==> src/rtl/uart_tx_peripheral_pkg.sv <==
// rtl/uart_tx_peripheral_pkg.sv - shared decode constants, STATUS layout and FSM encodings for the UART TX block
// The PARITY state exists only when UART_TX_PARITY_EN is defined.
package uart_tx_peripheral_pkg;

    localparam logic [2:0] SEL_CODE = 3'b010;

    localparam logic [1:0] OFF_TXDATA  = 2'd0;
    localparam logic [1:0] OFF_STATUS  = 2'd1;
    localparam logic [1:0] OFF_BAUDDIV = 2'd2;
    localparam logic [1:0] OFF_RSVD    = 2'd3;

    localparam int ST_BUSY      = 0;
    localparam int ST_FULL      = 1;
    localparam int ST_EMPTY     = 2;
    localparam int ST_OVF       = 3;
    localparam int ST_COUNT_LSB = 4;
    localparam int ST_COUNT_W   = 5;

    typedef enum logic [2:0] {
        S_IDLE   = 3'd0,
        S_START  = 3'd1,
        S_DATA   = 3'd2,
`ifdef UART_TX_PARITY_EN
        S_PARITY = 3'd3,
`endif
        S_STOP   = 3'd4
    } tx_state_t;

endpackage

==> src/rtl/uart_tx_fifo.sv <==
// rtl/uart_tx_fifo.sv - power-of-two byte FIFO feeding the UART transmitter
module uart_tx_fifo #(
    parameter int DEPTH = 4,
    parameter int WIDTH = 8,
    localparam int AW = $clog2(DEPTH),
    localparam int CW = AW + 1
) (
    input  logic             clk,
    input  logic             reset,
    input  logic             push,
    input  logic             pop,
    input  logic [WIDTH-1:0] push_data,
    output logic [WIDTH-1:0] pop_data,
    output logic             full,
    output logic             empty,
    output logic [CW-1:0]    count
);
    logic [WIDTH-1:0] mem [DEPTH];
    logic [AW-1:0]    wr_ptr;
    logic [AW-1:0]    rd_ptr;
    logic             do_push;
    logic             do_pop;

    assign full     = (count == CW'(DEPTH));
    assign empty    = (count == '0);
    assign do_push  = push && !full;
    assign do_pop   = pop && !empty;
    assign pop_data = mem[rd_ptr];

    // Pointers wrap naturally because DEPTH is a power of two.
    always_ff @(posedge clk or posedge reset) begin
        if (reset) begin
            wr_ptr <= '0;
            rd_ptr <= '0;
            count  <= '0;
        end else begin
            if (do_push) wr_ptr <= wr_ptr + AW'(1);
            if (do_pop)  rd_ptr <= rd_ptr + AW'(1);
            case ({do_push, do_pop})
                2'b10:   count <= count + CW'(1);
                2'b01:   count <= count - CW'(1);
                default: count <= count;
            endcase
        end
    end

    always_ff @(posedge clk) begin
        if (do_push) mem[wr_ptr] <= push_data;
    end

endmodule

==> src/rtl/uart_tx_peripheral.sv <==
// rtl/uart_tx_peripheral.sv - memory-mapped UART transmitter: register decode, baud counter and frame FSM
// Defining UART_TX_PARITY_EN adds an even parity bit between data bit 7 and the stop bit.
module uart_tx_peripheral
    import uart_tx_peripheral_pkg::*;
#(
    parameter int          FIFO_DEPTH     = 4,
    parameter logic [15:0] BAUD_DIV_RESET = 16'd234
) (
    input  logic        clk,
    input  logic        reset,
    input  logic [31:0] addr,
    input  logic [31:0] data_in,
    input  logic        write_enable,
    input  logic        read_enable,
    output logic [31:0] data_out,
    output logic        tx,
    output logic        irq
);
    localparam int CW = $clog2(FIFO_DEPTH) + 1;

    tx_state_t     state;
    tx_state_t     next_state;
    logic [15:0]   bauddiv;
    logic [15:0]   baud_cnt;
    logic [15:0]   baud_reload;
    logic [2:0]    bit_idx;
    logic [2:0]    bit_idx_next;
    logic [7:0]    shreg;
    logic [7:0]    fifo_data;
    logic [CW-1:0] fifo_count;
    logic          fifo_full;
    logic          fifo_empty;
    logic          overflow;
    logic          bit_done;
    logic          tx_next;
    logic          pop;
    logic          push;
    logic          push_req;
    logic          sel;
    logic          wr;
    logic          rd;
    logic [1:0]    offset;
    logic [31:0]   status;
    logic [31:0]   rd_data;
    logic          unused_bits;

    assign sel         = (addr[31:29] == SEL_CODE);
    assign offset      = addr[3:2];
    assign wr          = write_enable && sel;
    assign rd          = read_enable && sel;
    assign push_req    = wr && (offset == OFF_TXDATA);
    assign push        = push_req && !fifo_full;
    assign unused_bits = ^{addr[28:4], addr[1:0], data_in[31:16]};

    // A divider of zero behaves as one clock per bit.
    assign baud_reload = (bauddiv == 16'd0) ? 16'd0 : bauddiv - 16'd1;
    assign bit_done    = (baud_cnt == 16'd0);
    assign irq         = fifo_empty && (state == S_IDLE);

    uart_tx_fifo #(
        .DEPTH (FIFO_DEPTH),
        .WIDTH (8)
    ) u_fifo (
        .clk       (clk),
        .reset     (reset),
        .push      (push),
        .pop       (pop),
        .push_data (data_in[7:0]),
        .pop_data  (fifo_data),
        .full      (fifo_full),
        .empty     (fifo_empty),
        .count     (fifo_count)
    );

    always_comb begin
        status                                 = '0;
        status[ST_BUSY]                        = (state != S_IDLE);
        status[ST_FULL]                        = fifo_full;
        status[ST_EMPTY]                       = fifo_empty;
        status[ST_OVF]                         = overflow;
        status[ST_COUNT_LSB +: ST_COUNT_W]     = ST_COUNT_W'(fifo_count);
    end

    always_comb begin
        rd_data = '0;
        case (offset)
            OFF_STATUS:  rd_data = status;
            OFF_BAUDDIV: rd_data = {16'd0, bauddiv};
            default:     rd_data = '0;
        endcase
    end

    always_ff @(posedge clk or posedge reset) begin
        if (reset) begin
            bauddiv  <= BAUD_DIV_RESET;
            overflow <= 1'b0;
            data_out <= '0;
        end else begin
            if (wr && (offset == OFF_BAUDDIV)) bauddiv <= data_in[15:0];
            if (push_req && fifo_full) begin
                overflow <= 1'b1;
            end else if (rd && (offset == OFF_STATUS)) begin
                overflow <= 1'b0;
            end
            if (rd) begin
                data_out <= rd_data;
            end else if ((read_enable || write_enable) && !sel) begin
                data_out <= '0;
            end
        end
    end

    always_ff @(posedge clk or posedge reset) begin
        if (reset) state <= S_IDLE;
        else       state <= next_state;
    end

    always_comb begin
        next_state   = state;
        pop          = 1'b0;
        bit_idx_next = bit_idx;
        tx_next      = 1'b1;
        case (state)
            S_IDLE: begin
                if (!fifo_empty) begin
                    next_state = S_START;
                    pop        = 1'b1;
                end
            end
            S_START: begin
                if (bit_done) begin
                    next_state   = S_DATA;
                    bit_idx_next = 3'd0;
                end
            end
            S_DATA: begin
                if (bit_done) begin
                    if (bit_idx == 3'd7) begin
`ifdef UART_TX_PARITY_EN
                        next_state = S_PARITY;
`else
                        next_state = S_STOP;
`endif
                    end else begin
                        bit_idx_next = bit_idx + 3'd1;
                    end
                end
            end
`ifdef UART_TX_PARITY_EN
            S_PARITY: begin
                if (bit_done) next_state = S_STOP;
            end
`endif
            S_STOP: begin
                if (bit_done) begin
                    if (!fifo_empty) begin
                        next_state = S_START;
                        pop        = 1'b1;
                    end else begin
                        next_state = S_IDLE;
                    end
                end
            end
            default: next_state = S_IDLE;
        endcase
        // tx is registered from the next state so the line changes with the state.
        case (next_state)
            S_START:  tx_next = 1'b0;
            S_DATA:   tx_next = shreg[bit_idx_next];
`ifdef UART_TX_PARITY_EN
            S_PARITY: tx_next = ^shreg;
`endif
            default:  tx_next = 1'b1;
        endcase
    end

    // The divider is reloaded at every bit boundary, so BAUDDIV writes apply to the next bit.
    always_ff @(posedge clk or posedge reset) begin
        if (reset) begin
            baud_cnt <= '0;
            bit_idx  <= '0;
            shreg    <= '0;
            tx       <= 1'b1;
        end else begin
            bit_idx <= bit_idx_next;
            tx      <= tx_next;
            if (pop) shreg <= fifo_data;
            if ((state == S_IDLE) || bit_done) baud_cnt <= baud_reload;
            else                               baud_cnt <= baud_cnt - 16'd1;
        end
    end

endmodule
==> config.mk <==
export PLATFORM = sky130hd
export DESIGN_NAME = uart_tx_peripheral
export DESIGN_NICKNAME = d
export VERILOG_FILES = /design/src/rtl/uart_tx_peripheral_pkg.sv /design/src/rtl/uart_tx_fifo.sv /design/src/rtl/uart_tx_peripheral.sv
export SDC_FILE = /design/constraint.sdc
export NUM_CORES = 1
export LEC_CHECK = 0
export CORE_MARGIN = 5
export CORE_UTILIZATION = 48
export CTS_BUF_LIST = sky130_fd_sc_hd__clkbuf_4 sky130_fd_sc_hd__clkbuf_8
export DETAILED_ROUTE_END_ITERATION = 16
export GPL_TIMING_DRIVEN = 0
export PLACE_DENSITY = 0.81
export REMOVE_ABC_BUFFERS = 1
export SLEW_MARGIN = 20
export SYNTH_ARGS = -nofsm -noshare
export SYNTH_HDL_FRONTEND = slang
export SYNTH_HIERARCHICAL = 1
export SYNTH_SLANG_ARGS = --single-unit
==> constraint.sdc <==
create_clock -name clk -period 3.05 [get_ports clk]
set_input_delay 0.4575 -clock clk [delete_from_list [all_inputs] [get_ports clk]]
set_output_delay 0.4575 -clock clk [all_outputs]
set_load 0.05 [all_outputs]
==> results of run 1 <==
==> sequential cells by signal, summed over array words and instances, names as in the netlist <==
| register | flops |
|---|---|
| u_fifo/mem | 32 |
| baud_cnt | 16 |
| bauddiv | 16 |
| data_out | 16 |
| shreg | 8 |
| bit_idx | 3 |
| state | 3 |
| u_fifo/count | 3 |
| u_fifo/rd_ptr | 2 |
| u_fifo/wr_ptr | 2 |
| overflow | 1 |
| tx | 1 |
==> repair_timing <==
action | 4_1_cts | 5_1_grt
setup buffers | 4 | 5
endpoints found under the setup margin | 13 | 2
endpoints found under the hold margin | 0 | 0
resized for setup | 7 | 5
pin swaps | 2 | 3
==> worst max-delay path, stage by stage, from the launching register on <==
cell	delay (ns)
dfrtp_1	0.49
nor3_1	0.57
and2_1	0.24
clkdlybuf4s50_1	0.82
==> final timing paths <==
kind	from	endpoint	slack, ns	cells past startpoint
max	u_fifo/count[0]	irq	0.12	3
min	reset	u_fifo/count[1]	0.41	2
max reg2reg	baud_cnt[0]	u_fifo/count[2]	0.16	14
max in group asynchronous	reset	baud_cnt[15]	2.08	3
min reg2reg	overflow	overflow	0.50	2
min in group clk	overflow	overflow	0.50	2
==> metal layers <==
| layer | wire length, um | vias up | GRT usage | part of all wire |
|---|---|---|---|---|
| li1 | - | 1569 | - | - |
| met1 | 4510 | 1685 | 0.219 | 0.43 |
| met2 | 5250 | 102 | 0.276 | 0.50 |
| met3 | 523 | 12 | 0.0276 | 0.050 |
| met4 | 110 | 0 | 0.0521 | 0.011 |
| met5 | 0 | - | 0 | 0 |
==> stage by stage <==
stage	util	cells
final	0.570	600
after global routing	0.570	600
after CTS	0.565	595
after detailed placement	0.540	575
after global placement	0.538	574
after floorplan	-	396
==> kinds of logic after synthesis <==
logic type / Yosys count
AND/OR/NAND/NOR: 113
flip-flops: 103
AO/OA/AOI/OAI: 62
buffers and inverters: 50
XOR/XNOR: 35
multiplexers: 34
adder cells (fa/ha/maj): 13
other: 1
==> power groups by stage <==
| stage | Combinational [mW] | Clock, mW | Sequential [mW] |
|---|---|---|---|
| floorplan | 0.668 | 0 | 1.91 |
| global placement | 0.806 | 0 | 1.96 |
| detailed placement | 0.854 | 0 | 1.97 |
| CTS | 0.883 | 0.859 | 1.95 |
| global route | 0.999 | 0.924 | 1.99 |
| finish | 0.913 | 0.842 | 1.95 |
==> cell type report <==
cell class	instances	share of cell area
clock inverter	6	0.0103
timing repair buffer	52	0.0856
inverter	20	0.0131
clock buffer	10	0.0232
sequential	103	0.462
multi-input combinational	273	0.377
tap	136	0.0287
==> placed cells by master, fill, tap and decap left out, drive strengths merged, types with 3 or more instances in the layout <==
cell / instances
nand2: 22
nor2: 16
ha: 12
nand2b: 3
nand3b: 3
nor4: 9
nor3: 18
a22o: 9
o21ai: 9
xor2: 17
xnor2: 18
inv: 23
nand3: 14
clkbuf: 10
conb: 16
nand4: 4
or3: 5
buf: 10
a21oi: 6
edfxtp: 32
mux4: 8
mux2: 25
a22oi: 6
and2: 8
nor2b: 3
dfrtp: 65
dfstp: 6
o22ai: 17
clkdlybuf4s50: 42
==> qor.yml, run 1 <==
place:
  dp_slack_ns: -1.13
  gp_congestion: 0.880
  io_buffers: 42
  hpwlAfterDp_um: 7520
  placed_area_um2: 5630
floorplan:
  fp.coreArea_um2: 10400
  rows: 37
  die_y_um: 114
  die_area_um2: 12900
  dieWidth_um: 114
  initial_core_util: 0.495
  design.portCount: 102
setup_path:
  crit_required_ns: 2.59
  worstSetupStartpointType: "flop"
  crit_path_max_fanout: 6
  crit_arrival_ns: 2.47
  path_class: "flop to output port"
  endpoint_kind: "output port"
finish:
  drive_gt1_frac: 0.207
  diodes: 0
  multi_input_area_um2: 2240
  fillers: 818
  finalNetCount: 540
  design_area_um2: 5940
  area.sequential_um2: 2750
  syn_to_final_growth_pct: 15.2
power:
  pwr_density_cell_nw_per_um2: 625
  peakVddDrop_mv: 0.402
  p_int_mw: 2.42
  p_clk_frac: 0.227
  combPwrFrac: 0.246
  power_frac_seq: 0.527
  netSwitchingPower_mw: 1.29
  p_leak_nw: 2.34
  power_mw: 3.71
  p_sw_frac: 0.347
route:
  routed_wl_um: 10400
  route.detailed.drc: 0
  dr.pass1.iters: 4
  wire_per_inst_um: 17.3
  vias: 3368
  drtAntennaViolNets: 0
  drt_iter0_markers: 271
  viasPerCell: 5.61
synth:
  ys_warn_count: 6
  synth_top_family_by_area: "simple AND/OR/NAND/NOR gates"
  synth_xor_area_frac: 0.0595
  synth_most_common_cell: "dfrtp_1"
  synth_area_leaders: "dfrtp_1 (32%), edfxtp_1 (19%), mux2_2 (3.5%)"
  ys.flop_type: "dfrtp_1"
  synthTopCellsByCount: "dfrtp_1 (65), edfxtp_1 (32), nand2_1 (22)"
  synth-edff-count: 32
  synth_top_area_frac: 0.316
  synth_area_leader_cell: "dfrtp_1"
  synth_compound_area_frac: 0.0864
  synth_fa_ha_area_frac: 0.0330
  ys_ff_latch: 103
  synth.distinct_cells: 62
  netlist_instances: 411
  synth.avg_cell_area_um2: 12.5
  ys_seq_area_frac: 0.533
  synthSimpleGateAreaFrac: 0.137
  syn_area_um2: 5150
  async_reset_ff_frac: 0.689
  synth.area.mux_share: 0.0981
timing:
  period_share: 0.960
  tightest_slew_ns: 0.882
  setup_tns_ns: 0
  rsz0062_at_grt: "yes"
  max_slew_margin: 0.411
  setup_ws_ns: 0.121
  clock_skew_ns: 0.0121
  min_period_ns: 2.93
  fmax_ghz: 0.341
  slew_viol_final: 0
  hold_violations: 0
  hold_slack_ns: 0.411
  setup_violations: 0
grt:
  grtUsageTotal: 0.165
  grt_max_degree: 40
  grt_pass1_wl_um: 17100
  antenna_found_initial: 0
  overflow: 0
  grt_pass1_vias: 3454
status:
  status: "complete, no violations"
clock_network:
  cts_buffers: 9
  cts.sinks: 103
  root_buffer: "clkbuf_8"
  insertion_delay_ns: 0.36
  cts_tree: "yes"
  cts_buffer_depth: 2
  htreeDepth: 3
  clkTransAtPathRegs_ns: 0.10
  hold_buffers: 0
job:
  cap_violations: 0
worst_hold_path:
  min_path_type: "primary input to async pin"
Power figures use the tool's default switching activity.
==> run 2: changes to the inputs <==
--- a/config.mk
+++ b/config.mk
@@ -5,11 +5,11 @@
 export SDC_FILE = /design/constraint.sdc
 export NUM_CORES = 1
 export LEC_CHECK = 0
+export ABC_CLOCK_PERIOD_IN_PS = 3050
 export CORE_MARGIN = 5
 export CORE_UTILIZATION = 48
 export CTS_BUF_LIST = sky130_fd_sc_hd__clkbuf_4 sky130_fd_sc_hd__clkbuf_8
 export DETAILED_ROUTE_END_ITERATION = 16
-export GPL_TIMING_DRIVEN = 0
 export PLACE_DENSITY = 0.81
 export REMOVE_ABC_BUFFERS = 1
 export SLEW_MARGIN = 20
==> constraint.sdc (replaced) <==
create_clock -name clk -period 3.05 [get_ports clk]
set_input_delay 0.4575 -clock clk [delete_from_list [all_inputs] [get_ports clk]]
set_output_delay 0.4575 -clock clk [all_outputs]
set_load 0.1 [all_outputs]
==> run 2 against run 1 <==
  * Sequential share of layout area increased by 0.24 points
  * Flip-flop and latch count unchanged
  * Final cell count grew 1.2%
  * Core utilization fell by 0.29 points
  * First-iteration DRC count rose by 5.2%
  * Worst setup slack better by 0.047 ns
  * Combinational power rose by 6.1%
  * Power grew 0.80%
  * Maximum frequency increased by 1.6%
  * Critical path depth increased by 11
  * Via count rose by 0.74%
  * Clock skew shrank 0.00092 ns
  * Critical path type is now flop to flop
  * Critical endpoint is now u_fifo/count[2]
==> qor.yml, run 2 (same netlist as run 1, synthesis figures left out) <==
timing:
  clock_skew_ns: 0.0112  # -0.000924 ns
  slew_viol_final: 0  # unchanged
  min_period_ns: 2.88  # -0.0470 ns
  period_share: 0.945  # -0.0154
  setup_tns_ns: 0  # unchanged
  fmax_ghz: 0.347  # +1.6%
  rsz0062_at_grt: "no"
  setup_violations: 0  # unchanged
  hold_violations: 0  # unchanged
  max_slew_margin: 0.543  # +0.132
  tightest_slew_ns: 0.686  # -0.196 ns
place:
  hpwlAfterDp_um: 7640  # +1.7%
  io_buffers: 42  # unchanged
  gp_congestion: 0.874  # -0.61%
route:
  vias: 3393  # +0.74%
  dr.pass1.iters: 4  # unchanged
  drtAntennaViolNets: 0  # unchanged
  wire_per_inst_um: 17.4  # +0.40%
  viasPerCell: 5.59  # -0.42%
  routed_wl_um: 10600  # +1.6%
  drt_iter0_markers: 285  # +5.2%
  route.detailed.drc: 0  # unchanged
clock_network:
  insertion_delay_ns: 0.38  # +0.02 ns
  cts_buffers: 9  # unchanged
  cts_buffer_depth: 2  # unchanged
  cts_tree: "yes"
  clkTransAtPathRegs_ns: 0.10  # about the same
  cts.sinks: 103  # unchanged
  hold_buffers: 0  # unchanged
  htreeDepth: 3  # unchanged
  root_buffer: "clkbuf_8"
setup_path:
  worstSetupStartpointType: "flop"
  cpMostUsedCell: "xor2_1"
  cp_num_buf_inv: 2  # +1
  path_class: "flop to flop"
  critPathTopFamily: "simple AND/OR/NAND/NOR gates"
  endpoint_kind: "flop"
  crit_arrival_ns: 3.18  # +0.71 ns
  crit_path_max_fanout: 4  # -2
  slowest_stage: "dfrtp_1"
  crit_required_ns: 3.35  # +0.76 ns
  slowest_delay_ns: 0.43  # -0.39 ns
  cp_cell_sequence: "inv_2, ha_2, nor4b_4, nand4_2, nor3_4, or2_1, and3b_2, o31a_4, ha_4, inv_1, fa_2, xor2_1, nor2_1, xor2_1"
grt:
  grt_pass1_wl_um: 17500  # +2.7%
  antenna_found_initial: 0  # unchanged
  grt_max_degree: 24  # -40%
  grtUsageTotal: 0.170  # +0.00478
  grt_pass1_vias: 3533  # +2.3%
  use_met3: 0.0329  # +0.00531
  met1_usage: 0.224  # +0.00447
  grt-busiest-layer: "met2"
  overflow: 0  # unchanged
  use_met2: 0.281  # +0.00471
finish:
  layout_commonest_cell: "dfrtp_1"
  fillers: 851  # +4.0%
  syn_to_final_growth_pct: 14.6
  mostFrequentLayoutCells: "dfrtp_1 (65), buf_4 (35), edfxtp_1 (32)"
  regMostFlops: "u_fifo/mem"
  finalNetCount: 547  # +1.3%
  drive_gt1_frac: 0.251  # +0.0436
  largest_reg_flops: 32  # unchanged
  diodes: 0  # unchanged
floorplan:
  die_y_um: 114  # unchanged
  design.portCount: 102  # unchanged
  die_area_um2: 12900  # unchanged
  dieWidth_um: 114  # unchanged
  initial_core_util: 0.495  # unchanged
  fp.coreArea_um2: 10400  # unchanged
  rows: 37  # unchanged
power:
  p_leak_nw: 2.40  # +2.6%
  pwr_density_cell_nw_per_um2: 633  # +1.3%
  peakVddDrop_mv: 0.476  # +19%
  power_mw: 3.74  # +0.80%
worst_hold_path:
  min_path_type: "primary input to async pin"
job:
  cap_violations: 0  # unchanged
status:
  status: "complete, no violations"
-- run 2: changes by cell type in the layout (fill, tap and decap cells not counted), sizes merged --
cell           previous run  this run
inv                      23        22
clkinv                    2         4
buf                      10        35
clkdlybuf4s50            42        24
clkbuf                   10         9
-- run 2: what timing repair did --
item,in CTS,in global routing
pin swaps,2,4
cloned,0,0
resized for setup,1,7
setup buffers,1,3
setup endpoints to repair,1,1
-- run 2: worst reg2reg max path, cell delays in order (launching register included) --
cell and delay [ns]:
dfrtp_1 0.43, inv_2 0.08, ha_2 0.18, nor4b_4 0.24, nand4_2 0.19, nor3_4 0.18, or2_1 0.14, and3b_2 0.25
o31a_4 0.17, ha_4 0.13, inv_1 0.05, fa_2 0.33, xor2_1 0.14, nor2_1 0.14, xor2_1 0.15
-- run 2: final cells by class --
cell class	instances	area, um^2	share of cell area
sequential	103	2750	0.465
multi-input combinational	273	2220	0.377
timing repair buffer	59	503	0.0852
tap	136	170	0.0288
clock buffer	9	124	0.0210
inverter	20	75.1	0.0127
clock inverter	7	63.8	0.0108
-- run 2: layer usage --
metal / vias up / wire, um
met5: - / 0
met4: 0 / 182
li1: 1577 / -
met3: 17 / 456
met1: 1705 / 4680
met2: 94 / 5240
-- run 2: path summary, 6_finish.rpt --
kind                             start               end  slack (ns)  depth (start not counted)
max                        baud_cnt[0]   u_fifo/count[2]        0.17                         14
min                              reset  u_fifo/rd_ptr[1]        0.36                          2
max reg2reg                baud_cnt[0]   u_fifo/count[2]        0.17                         14
min reg2reg                data_out[6]       data_out[6]        0.52                          2
max in group asynchronous        reset          state[0]        1.94                          3
min in group clk           data_out[6]       data_out[6]        0.52                          2
-- run 2: where the power goes --
part           switching (mW)  internal (mW)  total [mW]
combinational           0.503          0.466       0.969
sequential              0.330           1.63        1.96
clock                   0.499          0.312       0.811
total                    1.33           2.41        3.74
-- run 2: through the flow --
stage                     hold WS [ns]  worst slack (ns)  instances  cell area [um^2]  utilization
after detailed placement         0.486            0.0357        587              5660        0.543
after CTS                        0.350            0.0125        604              5850        0.562
after global routing             0.369           0.00768        607              5910        0.567
after floorplan                  0.261            -0.494        396              5010            -
final                            0.358             0.168        607              5910        0.567
after global placement           0.472             0.132        587              5660        0.543
==> run 3: changes to the inputs <==
--- a/config.mk
+++ b/config.mk
@@ -6,6 +6,7 @@
 export NUM_CORES = 1
 export LEC_CHECK = 0
 export ABC_CLOCK_PERIOD_IN_PS = 3050
+export CAP_MARGIN = 40
 export CORE_MARGIN = 5
 export CORE_UTILIZATION = 48
 export CTS_BUF_LIST = sky130_fd_sc_hd__clkbuf_4 sky130_fd_sc_hd__clkbuf_8
==> constraint.sdc (replaced) <==
create_clock -name clk -period 3.05 [get_ports clk]
set_input_delay 0.61 -clock clk [delete_from_list [all_inputs] [get_ports clk]]
set_output_delay 0.61 -clock clk [all_outputs]
set_load 0.1 [all_outputs]
==> run 3 against run 2 <==
  * Global-route usage shrank 0.95 points
  * Final cell count grew 0.16%
  * Core utilization grew 0.19 points
  * Flip-flop and latch count is the same
  * Worst setup slack gained 0.014 ns
  * Critical path type unchanged
==> qor.yml, run 3 (same netlist as run 1, synthesis figures left out) <==
route:
  viasPerCell: 5.52  # -1.2%
  route.detailed.drc: 0  # unchanged
  dr_wl_met2_um: 5070  # -3.4%
  met1_length_um: 4570  # -2.3%
  wl_met3_um: 505  # +11%
  wire_per_inst_um: 16.8  # -3.2%
  drtAntennaViolNets: 0  # unchanged
  routed_wl_um: 10200  # -3.0%
  vias: 3359  # -1.0%
  top_layer_used: "met4"
  drt_iter0_markers: 189  # -34%
  dr.pass1.iters: 7  # +3
power:
  peakVddDrop_mv: 0.353  # -26%
  power_frac_seq: 0.520  # -0.004
  p_clk_frac: 0.217  # about the same
  pwr_density_cell_nw_per_um2: 632  # -0.18%
  p_sw_frac: 0.354  # -0.00175
  combPwrFrac: 0.262  # +0.003
  netSwitchingPower_mw: 1.33  # -0.33%
  p_int_mw: 2.42  # +0.43%
  p_leak_nw: 2.41  # +0.47%
timing:
  clock_skew_ns: 0.0199  # +0.00872 ns
  setup_ws_ns: 0.182  # +0.0143 ns
  hold_violations: 0  # unchanged
  max_slew_margin: 0.527  # -0.0157
  tightest_slew_ns: 0.703  # +0.0171 ns
  setup_tns_ns: 0  # unchanged
  min_period_ns: 2.87  # -0.0143 ns
  slew_viol_final: 0  # unchanged
  period_share: 0.940  # -0.00467
  setup_violations: 0  # unchanged
  fmax_ghz: 0.349  # +0.50%
worst_hold_path:
  whs_path_depth: 2
  min_path_type: "flop to flop"
  hold_start: "overflow"
  whs_endpoint: "overflow"
setup_path:
  r2r_start: "baud_cnt[1]"
  rrSetupSlack_ns: 0.18  # about the same
  crit_path_max_fanout: 3  # -1
  crit_arrival_ns: 3.16  # -0.02 ns
  endpoint_kind: "flop"
  path_class: "flop to flop"
  reg2reg_depth: 14  # unchanged
  r2r-end: "u_fifo/count[2]"
  worstSetupStartpointType: "flop"
  crit_required_ns: 3.34  # about the same
finish:
  drive_gt1_frac: 0.250  # -0.000531
  largest_reg_flops: 32  # unchanged
  finalNetCount: 548  # +0.18%
  layout_commonest_cell: "dfrtp_1"
  diodes: 0  # unchanged
  regMostFlops: "u_fifo/mem"
  area.sequential_um2: 2750  # unchanged
  fillers: 832  # -2.2%
  syn_to_final_growth_pct: 15.0
  multi_input_area_um2: 2230  # about the same
  mostFrequentLayoutCells: "dfrtp_1 (65), buf_4 (35), edfxtp_1 (32)"
grt:
  grt_max_degree: 36  # +50%
  overflow: 0  # unchanged
  grtUsageTotal: 0.160  # -0.00946
  antenna_found_initial: 0  # unchanged
  grt_pass1_vias: 3365  # -4.8%
  grt_pass1_wl_um: 16600  # -5.6%
clock_network:
  htreeDepth: 3  # unchanged
  insertion_delay_ns: 0.37  # about the same
  cts_tree: "yes"
  cts_buffer_depth: 2  # unchanged
  cts_buffers: 9  # unchanged
  hold_buffers: 0  # unchanged
  clkTransAtPathRegs_ns: 0.10  # about the same
  cts.sinks: 103  # unchanged
  root_buffer: "clkbuf_8"
status:
  status: "complete, no violations"
floorplan:
  initial_core_util: 0.495  # unchanged
  dieWidth_um: 114  # unchanged
  die_y_um: 114  # unchanged
  die_area_um2: 12900  # unchanged
  rows: 37  # unchanged
  design.portCount: 102  # unchanged
  fp.coreArea_um2: 10400  # unchanged
place:
  gp_congestion: 0.871  # -0.45%
  hpwlAfterDp_um: 7300  # -4.5%
  dp_slack_ns: 0.0916  # +0.0559 ns
  io_buffers: 42  # unchanged
job:
  cap_violations: 0  # unchanged
run 3: cell types whose count changed in the layout (fill, tap and decap cells not counted), sizes merged:
cell,delta
buf,+1
inv,+1
clkinv,-1
run 3: metrics by stage:
stage | power [mW] | std cells | util | hold slack (ns) | area (um^2)
after detailed placement | 2.90 | 587 | 0.544 | 0.478 | 5670
after global placement | 2.86 | 587 | 0.544 | 0.466 | 5670
after floorplan | 2.63 | 396 | - | 0.413 | 5010
after CTS | 3.71 | 603 | 0.562 | 0.500 | 5850
after global routing | 3.95 | 608 | 0.569 | 0.516 | 5930
final | 3.75 | 608 | 0.569 | 0.503 | 5930
run 3: worst max path at each step:
stage	startpoint	end	slack, ns	depth (start not counted)
2_1_floorplan	baud_cnt[0]	u_fifo/count[2]	-0.49	14
3_3_place_gp	baud_cnt[0]	u_fifo/count[2]	0.13	14
3_5_place_dp	baud_cnt[0]	u_fifo/count[2]	0.09	14
4_1_cts	baud_cnt[0]	u_fifo/count[2]	0.06	14
5_1_grt	baud_cnt[1]	u_fifo/count[2]	-0.06	14
6_report	baud_cnt[1]	u_fifo/count[2]	0.18	14
run 3: per-layer routing:
metal	global-route usage	up-vias
met5	0	-
met4	0.0385	0
met2	0.263	105
met1	0.220	1664
met3	0.0324	7
li1	-	1583
run 3: power by group through the flow:
stage	combinational [mW]	sequential, mW	clock (mW)
CTS	0.938	1.95	0.824
detailed placement	0.927	1.97	0
finish	0.983	1.95	0.814
global placement	0.898	1.96	0
floorplan	0.711	1.92	0
global route	1.08	1.99	0.886
run 3: area by class of cell:
type | count | area share
repair buffers | 60 | 0.0883
well taps | 136 | 0.0287
inverters | 20 | 0.0127
flip-flops and latches | 103 | 0.463
multi-input cells | 273 | 0.376
clock inverters | 7 | 0.0106
clock buffers | 9 | 0.0209
run 3: repair_timing:
item | 4_1_cts | 5_1_grt
setup endpoints to repair | 0 | 2
buffers inserted | 0 | 5
gates resized for setup | 0 | 8
run 3: worst max-delay path, cell delays in order, from the launching register on:
cell	delay, ns
dfrtp_1	0.41
inv_2	0.09
ha_4	0.13
nor4b_4	0.22
nand4_2	0.17
nor3_2	0.23
or2_1	0.15
and3b_2	0.23
o31a_4	0.17
ha_4	0.13
inv_1	0.05
fa_1	0.37
xor2_1	0.15
nor2_1	0.13
xor2_1	0.18
